[src/rtl/mpu_data_types.sv]
// Shared MPU data types: scalar float encoding and result-collector FSM states.
package mpu_data_types;

  typedef logic [31:0] float_sp;

  typedef enum logic [0:0] {
    COLLECTOR_IDLE  = 1'b0,
    COLLECTOR_WRITE = 1'b1
  } collector_state_e;

endpackage

[src/rtl/mpu_collector_ptr.sv]
// Row-major (di,dj) destination pointer for the result collector write-out.
module mpu_collector_ptr #(
  parameter int unsigned M  = 3,
  parameter int unsigned N  = 3,
  parameter int unsigned CW = 2
) (
  input  logic          clk,
  input  logic          rst,
  input  logic          clear,
  input  logic          advance,
  output logic [CW-1:0] di,
  output logic [CW-1:0] dj,
  output logic [CW-1:0] next_di,
  output logic [CW-1:0] next_dj,
  output logic          last
);

  logic row_end;
  logic col_end;

  assign col_end = (dj == CW'(N - 1));
  assign row_end = (di == CW'(M - 1));
  assign last    = row_end & col_end;

  always_comb begin
    next_dj = col_end ? '0 : dj + CW'(1);
    next_di = di;
    if (col_end) begin
      next_di = row_end ? '0 : di + CW'(1);
    end
  end

  always_ff @(posedge clk or posedge rst) begin
    if (rst) begin
      di <= '0;
      dj <= '0;
    end else if (clear) begin
      di <= '0;
      dj <= '0;
    end else if (advance) begin
      di <= next_di;
      dj <= next_dj;
    end
  end

endmodule

[src/rtl/mpu_result_collector.sv]
// Collects M*N out-of-order results into a buffer, then streams them (optionally
// transposed) to the register file one element per accepted cycle.
module mpu_result_collector
  import mpu_data_types::*;
#(
  parameter int unsigned M = 3,
  parameter int unsigned N = 3,
  localparam int unsigned MaxMn = (M > N) ? M : N,
  localparam int unsigned CW = (MaxMn > 1) ? $clog2(MaxMn) : 1
) (
  input  logic              clk,
  input  logic              rst,
  input  logic [M*N*32-1:0] result_in,
  input  logic [M*N-1:0]    ready_in,
  input  logic              transpose_in,
  input  logic              error_detected_in,
  input  logic              reg_ready_in,
  output logic              collector_active_write_out,
  output logic [CW-1:0]     reg_collector_i_out,
  output logic [CW-1:0]     reg_collector_j_out,
  output float_sp           reg_collector_element_out,
  output logic              collector_finished,
  output logic              collector_error_out
);

  localparam int unsigned NumEl = M * N;
  localparam logic TrOk = 1'(M == N);

  collector_state_e state_q, state_d;
  logic [NumEl-1:0] valid_q, valid_d;
  float_sp          buf_q [NumEl];
  float_sp          buf_d [NumEl];
  logic             tr_q, tr_d;
  logic             active_q, active_d;
  logic [CW-1:0]    i_q, i_d, j_q, j_d;
  float_sp          elem_q, elem_d;
  logic             fin_q, fin_d;
  logic             err_q, err_d;

  logic [CW-1:0] di, dj, next_di, next_dj;
  logic          last;
  logic          ptr_clear, ptr_adv;
  logic          accept, final_acc;

  // Transposed read swaps row/column; only reachable when M == N.
  function automatic float_sp pick(input float_sp mem [NumEl], input int unsigned r,
                                   input int unsigned c, input logic tr);
    int unsigned idx;
    float_sp     v;
    idx = tr ? (c * N + r) : (r * N + c);
    v   = '0;
    for (int unsigned k = 0; k < NumEl; k++) begin
      if (k == idx) v = mem[k];
    end
    return v;
  endfunction

  mpu_collector_ptr #(
    .M (M),
    .N (N),
    .CW(CW)
  ) u_ptr (
    .clk    (clk),
    .rst    (rst),
    .clear  (ptr_clear),
    .advance(ptr_adv),
    .di     (di),
    .dj     (dj),
    .next_di(next_di),
    .next_dj(next_dj),
    .last   (last)
  );

  assign accept    = active_q & reg_ready_in;
  assign final_acc = (state_q == COLLECTOR_WRITE) & accept & last;

  always_comb begin
    state_d   = state_q;
    valid_d   = valid_q;
    buf_d     = buf_q;
    tr_d      = tr_q;
    active_d  = active_q;
    i_d       = i_q;
    j_d       = j_q;
    elem_d    = elem_q;
    fin_d     = 1'b0;
    err_d     = 1'b0;
    ptr_clear = 1'b0;
    ptr_adv   = 1'b0;

    if (error_detected_in) begin
      state_d   = COLLECTOR_IDLE;
      valid_d   = '0;
      active_d  = 1'b0;
      i_d       = '0;
      j_d       = '0;
      elem_d    = '0;
      err_d     = 1'b1;
      ptr_clear = 1'b1;
    end else begin
      if (final_acc) valid_d = '0;
      // Strobes on the final-acceptance edge start the next matrix.
      if (state_q == COLLECTOR_IDLE || final_acc) begin
        for (int unsigned k = 0; k < NumEl; k++) begin
          if (ready_in[k]) begin
            buf_d[k]   = result_in[k*32 +: 32];
            valid_d[k] = 1'b1;
          end
        end
      end

      unique case (state_q)
        COLLECTOR_IDLE: begin
          if (&valid_q) begin
            state_d   = COLLECTOR_WRITE;
            tr_d      = transpose_in & TrOk;
            active_d  = 1'b1;
            i_d       = '0;
            j_d       = '0;
            elem_d    = buf_d[0];
            ptr_clear = 1'b1;
          end
        end
        COLLECTOR_WRITE: begin
          if (final_acc) begin
            state_d   = COLLECTOR_IDLE;
            active_d  = 1'b0;
            i_d       = '0;
            j_d       = '0;
            elem_d    = '0;
            fin_d     = 1'b1;
            ptr_clear = 1'b1;
          end else begin
            if (|ready_in) err_d = 1'b1;
            if (accept) begin
              ptr_adv = 1'b1;
              i_d     = next_di;
              j_d     = next_dj;
              elem_d  = pick(buf_q, 32'(next_di), 32'(next_dj), tr_q);
            end
          end
        end
        default: state_d = COLLECTOR_IDLE;
      endcase
    end
  end

  always_ff @(posedge clk or posedge rst) begin
    if (rst) begin
      state_q  <= COLLECTOR_IDLE;
      valid_q  <= '0;
      for (int unsigned k = 0; k < NumEl; k++) buf_q[k] <= '0;
      tr_q     <= 1'b0;
      active_q <= 1'b0;
      i_q      <= '0;
      j_q      <= '0;
      elem_q   <= '0;
      fin_q    <= 1'b0;
      err_q    <= 1'b0;
    end else begin
      state_q  <= state_d;
      valid_q  <= valid_d;
      buf_q    <= buf_d;
      tr_q     <= tr_d;
      active_q <= active_d;
      i_q      <= i_d;
      j_q      <= j_d;
      elem_q   <= elem_d;
      fin_q    <= fin_d;
      err_q    <= err_d;
    end
  end

  assign collector_active_write_out = active_q;
  assign reg_collector_i_out        = i_q;
  assign reg_collector_j_out        = j_q;
  assign reg_collector_element_out  = elem_q;
  assign collector_finished         = fin_q;
  assign collector_error_out        = err_q;

endmodule

[config.mk]
export PLATFORM = sky130hd
export DESIGN_NAME = mpu_result_collector
export DESIGN_NICKNAME = d
export VERILOG_FILES = /design/src/rtl/mpu_data_types.sv /design/src/rtl/mpu_collector_ptr.sv /design/src/rtl/mpu_result_collector.sv
export SDC_FILE = /design/constraint.sdc
export NUM_CORES = 1
export LEC_CHECK = 0
export BUFFER_PORTS_ARGS = -buffer_cell sky130_fd_sc_hd__buf_4
export CAP_MARGIN = 0
export CORE_MARGIN = 1
export CORE_UTILIZATION = 23
export CTS_CLUSTER_SIZE = 28
export DETAILED_ROUTE_END_ITERATION = 6
export HOLD_SLACK_MARGIN = 0.03
export PLACE_DENSITY_LB_ADDON = 0.3
export SYNTH_ARGS = -nofsm -noshare
export SYNTH_HDL_FRONTEND = slang
export SYNTH_SLANG_ARGS = --single-unit
[constraint.sdc]
create_clock -name clk -period 13.5 [get_ports clk]
set_clock_uncertainty 0.15 [all_clocks]
set_input_delay 2.7 -clock clk [delete_from_list [all_inputs] [get_ports clk]]
set_output_delay 2.7 -clock clk [all_outputs]
set_load 0.005 [all_outputs]
# After elaboration in Yosys (flattened, before gate mapping)
# Index checks and enable logic that the tools add are counted.
# op_classes
n_addsub,4
multipliers,2
eq_ne,13
muxes,74
bitwise,6
reduce_logical,16
# op_table
operator,n
2-to-1 mux 32 bit,22
2-to-1 mux 288 bit,1
one-hot mux 32 bit (2 select lines),1
zero test 32 bit,1
2-to-1 mux 2 bit,14
2-to-1 mux 1 bit,27
2-to-1 mux 9 bit,3
AND reduction 3 bit,8
== test 3 x 5 -> 1 bit (first input constant),4
AND reduction 11 bit,1
adder 4 x 2 -> 5 bit,2
== test 2 x 5 -> 1 bit (first input constant),2
AND reduction 9 bit,1
OR reduction 9 bit,1
multiplier 2 x 2 -> 4 bit (second input constant),2
one-hot mux 2 bit (2 select lines),2
inequality test 3 x 2 -> 1 bit (second input constant),2
one-hot mux 1 bit (2 select lines),3
== test 1 x 5 -> 1 bit (first input constant),1
== test 4 x 5 -> 1 bit (first input constant),1
2-to-1 mux 5 bit,1
adder 2 x 1 -> 2 bit (second input constant),2
bitwise AND 1 bit,4
== test 2 bit (second input constant),2
other kinds (5),7
# totals
reg_bits,342
wordCells,135

# Logic depth before layout (Yosys ltp)
# depth
ltp_word,20
ltp_mapped,16
ltp_nobuf,12

# Hierarchy
# From an unflattened synthesis, not the netlist that was laid out.
# hier_totals
hier_cells,1326
area_unflattened_um2,16603.4
# by_module_without_submodules
module,n_inst,cells_per_inst,area_per_inst_um2,seq_area_each_um2
mpu_result_collector,1,1300,16345.7,8458.1
mpu_collector_ptr,1,26,257.7,100.1

# Least setup slack after synthesis
# No wires, ideal clock.
# synth_timing
path_kind,in2reg
from,input reg_ready_in
to,register buf_q[105] (netlist bit)
setup_time_ns,0.125
t_arrival_ns,4.160
setup_slack_ns,9.065
cell_stages,7
path_cell_list,and4b_1 nand2_1 a21oi_1 clkbuf_1 nand2_1 buf_1 mux2_2
# synth_via
elab_chain_len,5
# synth_rtl
element,line,text
from (decl),mpu_result_collector.sv:17,"input logic reg_ready_in,"
bitwise AND 1 bit,mpu_result_collector.sv:74,assign accept = active_q & reg_ready_in;
bitwise AND 1 bit (2 in series),mpu_result_collector.sv:75,assign final_acc = (state_q == COLLECTOR_WRITE) & accept & last;
logical OR 1 bit,mpu_result_collector.sv:103,if (state_q == COLLECTOR_IDLE || final_acc) begin
AND reduction 3 bit (no source line),n/a,
to (signal assigned),mpu_result_collector.sv:163,buf_q <= buf_d;
to (decl),mpu_result_collector.sv:31,float_sp buf_q [NumEl];
# No other way between the ends.
# A chain may end at the register's enable or synchronous reset.

# Worst setup path in the final report
# layout_timing
from,register u_ptr.dj[1]
to,register elem_q[8] (netlist: reg_collector_element_out[8])
# layout_via
elab_chain_len,19
word_cells_on_any_way,38
cone_classes,add/sub (3); mul (2); eq/ne (10); mux (18); bitwise (2); reduce/logical (3)
# layout_rtl
element,line,text
from (decl),mpu_collector_ptr.sv:12,"output logic [CW-1:0] dj,"
from (signal assigned),mpu_collector_ptr.sv:42,dj <= next_dj;
adder 2 x 1 -> 2 bit / == test 2 bit (equally long branches),"mpu_collector_ptr.sv:26, mpu_collector_ptr.sv:21",
2-to-1 mux 2 bit (on tied branches),"mpu_collector_ptr.sv:26, mpu_collector_ptr.sv:28",
multiplier 2 x 2 -> 4 bit,mpu_result_collector.sv:50,idx = tr ? (c * N + r) : (r * N + c);
adder 4 x 2 -> 5 bit,mpu_result_collector.sv:50,
2-to-1 mux 5 bit,mpu_result_collector.sv:50,
zero test 32 bit,mpu_result_collector.sv:53,if (k == idx) v = mem[k];
2-to-1 mux 32 bit (9 in series),mpu_result_collector.sv:53,
2-to-1 mux 32 bit,mpu_result_collector.sv:135,if (accept) begin
2-to-1 mux 32 bit,mpu_result_collector.sv:125,if (final_acc) begin
one-hot mux 32 bit (2 select lines),mpu_result_collector.sv:112,unique case (state_q)
2-to-1 mux 32 bit,mpu_result_collector.sv:91,if (error_detected_in) begin
to (signal assigned),mpu_result_collector.sv:168,elem_q <= elem_d;
to (decl),mpu_result_collector.sv:36,"float_sp elem_q, elem_d;"
# Parallel ways exist; a longest one is shown, timed or not. The select of a mux whose other input is x is not followed.

==> results_dict.tcl <==
set metrics [dict create \
    die_w_um 271 \
    comb_power_share 0.135 \
    final_layout_size_suffix_gt1_frac 0.455 \
    synth.distinct_cells 54 \
    ys_warn_count 0 \
    track_usage 0.177 \
    ir_drop_v 0.0000874 \
    clkPwrFrac 0.438 \
    portBuffers 340 \
    num_io_pins 341 \
    syn-cell-area_um2 16700 \
    routabilityCongestion 0.839 \
    holdCritPathClass "reg2reg" \
    wl_per_cell_um 25.1 \
    instances_no_fill 2657 \
    syn_to_final_growth_pct 31.1 \
    netSwitchingPower_uw 764 \
    postSynthAreaPerCell_um2 12.2 \
    synth_largest_area_cell "dfrtp_1" \
    die_h_um 271 \
    post-dp-hpwl_mm 46.8 \
    status "complete, no violations" \
    totalWireLength_mm 66.6 \
    core_area_um2 71600 \
    clk_pin_slew_ps 60 \
    firstDrtPassIters 5 \
    cts_resized 0 \
    clock_sinks 342 \
    drc 0 \
    rows 98 \
    crit_path_start_kind "flop" \
    dp.cells 2574 \
    synth_common_cells "342 x dfrtp_1, 294 x mux2_2, 92 x a21oi_1" \
    drt_iter0_drc 831 \
    finalHoldViolCount 0 \
    grt_pass1_wl_mm 95.3 \
    fin_crit_sh 0.418 \
    crit_fanout 26 \
    via_per_inst 4.92 \
    grt_overflow 0 \
    seqPwrFrac 0.427 \
    synthArstFlopShare 1.00 \
    synth_seq_cells 342 \
    antenna_found_initial 13 \
    insertion_delay_ps 580 \
    worstPathArrival_ps 6000 \
    cts_buffer_depth 3 \
    yosysTopAreaCellShare 0.513 \
    cts_buffers 45 \
    relSlewSlack 0.126 \
    yosys_most_used_dff "dfrtp_1" \
    yosysMostFrequentCell "dfrtp_1" \
    grt_pass1_vias 13700 \
    path_class "reg2reg" \
    p_int_uw 2180 \
    tightest_slew_ps 1310 \
    crit_required_ps 13860 \
    fin_crit_ps 5640 \
    setup_viol 0 \
    grt_max_degree 108 \
    via_count 13100 \
    netSwitchingFraction 0.260 \
    cts_setup_buffers 0 \
    slew_viol_final 0 \
    syn-num-nets 1674 \
    endpoint_kind "flop" \
    leakage_uw 0.00967 \
    synth_area_leaders "dfrtp_1 51%, mux2_2 20%, mux2i_1 5.3%, a2111oi_0 4.1%, a21oi_1 2.8%" \
    fin_setup_tns_ps 0 \
    yosysSeqAreaShare 0.513 \
    powerDensity_nw_per_um2 134 \
    grt_setup_unrepaired "false" \
    cts_tree "yes" \
    fmax_mhz 177 \
    start_util 0.233 \
    cts.htree.levels 2 \
    die-area_um2 73600 \
    maxCapViolCount 0 \
    ant_nets 0 \
    fin_nets 1979 \
    cts_hold_buffers 0 \
    synth_edf_count 0 \
    root_buffer "clkbuf_16" \
    synth_cells 1366 \
]
[cells in the final DEF (no fill, tap or decap), types with 8 or more instances in the layout]
master | synthesis | final
a2111oi_0 | 78 | 78
a21oi_1 | 92 | 90
a311oi_1 | 26 | 26
buf_4 | 0 | 370
clkbuf_16 | 0 | 45
clkbuf_8 | 0 | 8
dfrtp_1 | 342 | 341
inv_1 | 11 | 10
mux2_2 | 294 | 294
mux2i_1 | 88 | 88
nand2_1 | 69 | 60
nand2_2 | 1 | 10
nor2_1 | 38 | 37
nor2b_1 | 33 | 33
o2111ai_1 | 15 | 15
o211ai_1 | 16 | 16
o21ai_0 | 43 | 43
o221a_1 | 24 | 24
[layout make-up]
| class | count | area, um2 |
|---|---|---|
| Tap cell | 950 | 1190 |
| Clock inverter | 23 | 324 |
| Multi-Input combinational cell | 899 | 7710 |
| Timing Repair Buffer | 370 | 2780 |
| Sequential cell | 342 | 8560 |
| Inverter | 13 | 56.3 |
| Fill cell | 7297 | 49700 |
| Antenna cell | 4 | 10.0 |
| Clock buffer | 56 | 1250 |
[stage by stage]
step	util	instance area [um2]	power, uW	setup slack (ps)	hold WS (ps)
after detailed placement	0.283	20300	1680	7550	315
after floorplan	-	16700	1470	1170	297
final	0.306	21900	2940	7860	335
after global routing	0.305	21900	3070	7540	354
after CTS	0.305	21900	2990	7970	331
after global placement	0.283	20300	1660	7650	312
[cells by family after synthesis]
| group | synth area share |
|---|---|
| buf+inv | 0.0295 |
| compound gates | 0.142 |
| simple gates | 0.0586 |
| mux | 0.251 |
| fa+ha+maj | 0.00585 |
| flops | 0.513 |
[worst max-delay path, stage by stage (launching register included)]
cell       delay [ps]
dfrtp_1           440
nor2b_1           400
mux2i_1           520
fa_1              500
inv_1              80
ha_1              140
inv_1              60
fa_1              670
nand4bb_1         380
a21oi_4          1060
a2111oi_0         430
a2111oi_0         480
o221a_1           250
[power groups by stage]
stage / Clock [uW] / Sequential, uW / Combinational, uW
final: 1290 / 1260 / 398
after global routing: 1360 / 1270 / 434
after CTS: 1330 / 1250 / 406
after detailed placement: 0 / 1270 / 404
after global placement: 0 / 1270 / 397
after floorplan: 0 / 1240 / 235
[final timing paths]
check	from	end	slack, ps	cells after the start
min reg2reg	valid_q[2]$_DFF_PP0_	valid_q[2]$_DFF_PP0_	340	2
min in group asynchronous	rst	buf_q[131]$_DFFE_PP0P_	2070	2
max in group asynchronous	rst	reg_collector_element_out[22]$_DFFE_PP0P_	8970	4
min	valid_q[2]$_DFF_PP0_	valid_q[2]$_DFF_PP0_	340	2
max reg2reg	u_ptr.dj[1]$_DFFE_PP0P_	reg_collector_element_out[8]$_DFFE_PP0P_	7860	12
max	u_ptr.dj[1]$_DFFE_PP0P_	reg_collector_element_out[8]$_DFFE_PP0P_	7860	12
[layer usage]
layer	vias up	global-route usage	wire [um]
met3	143	0.0446	4540
met2	471	0.283	30700
met1	6651	0.228	28900
met4	14	0.0710	2500
met5	-	0	80
li1	5804	-	-
[registers in the layout, indices dropped and copies added (netlist names), 2 cells and up]
name / count
reg_collector_j_out: 2
valid_q: 9
u_ptr.dj: 2
buf_q: 288
reg_collector_i_out: 2
u_ptr.di: 2
reg_collector_element_out: 32
(Power assumes the default switching activity.)
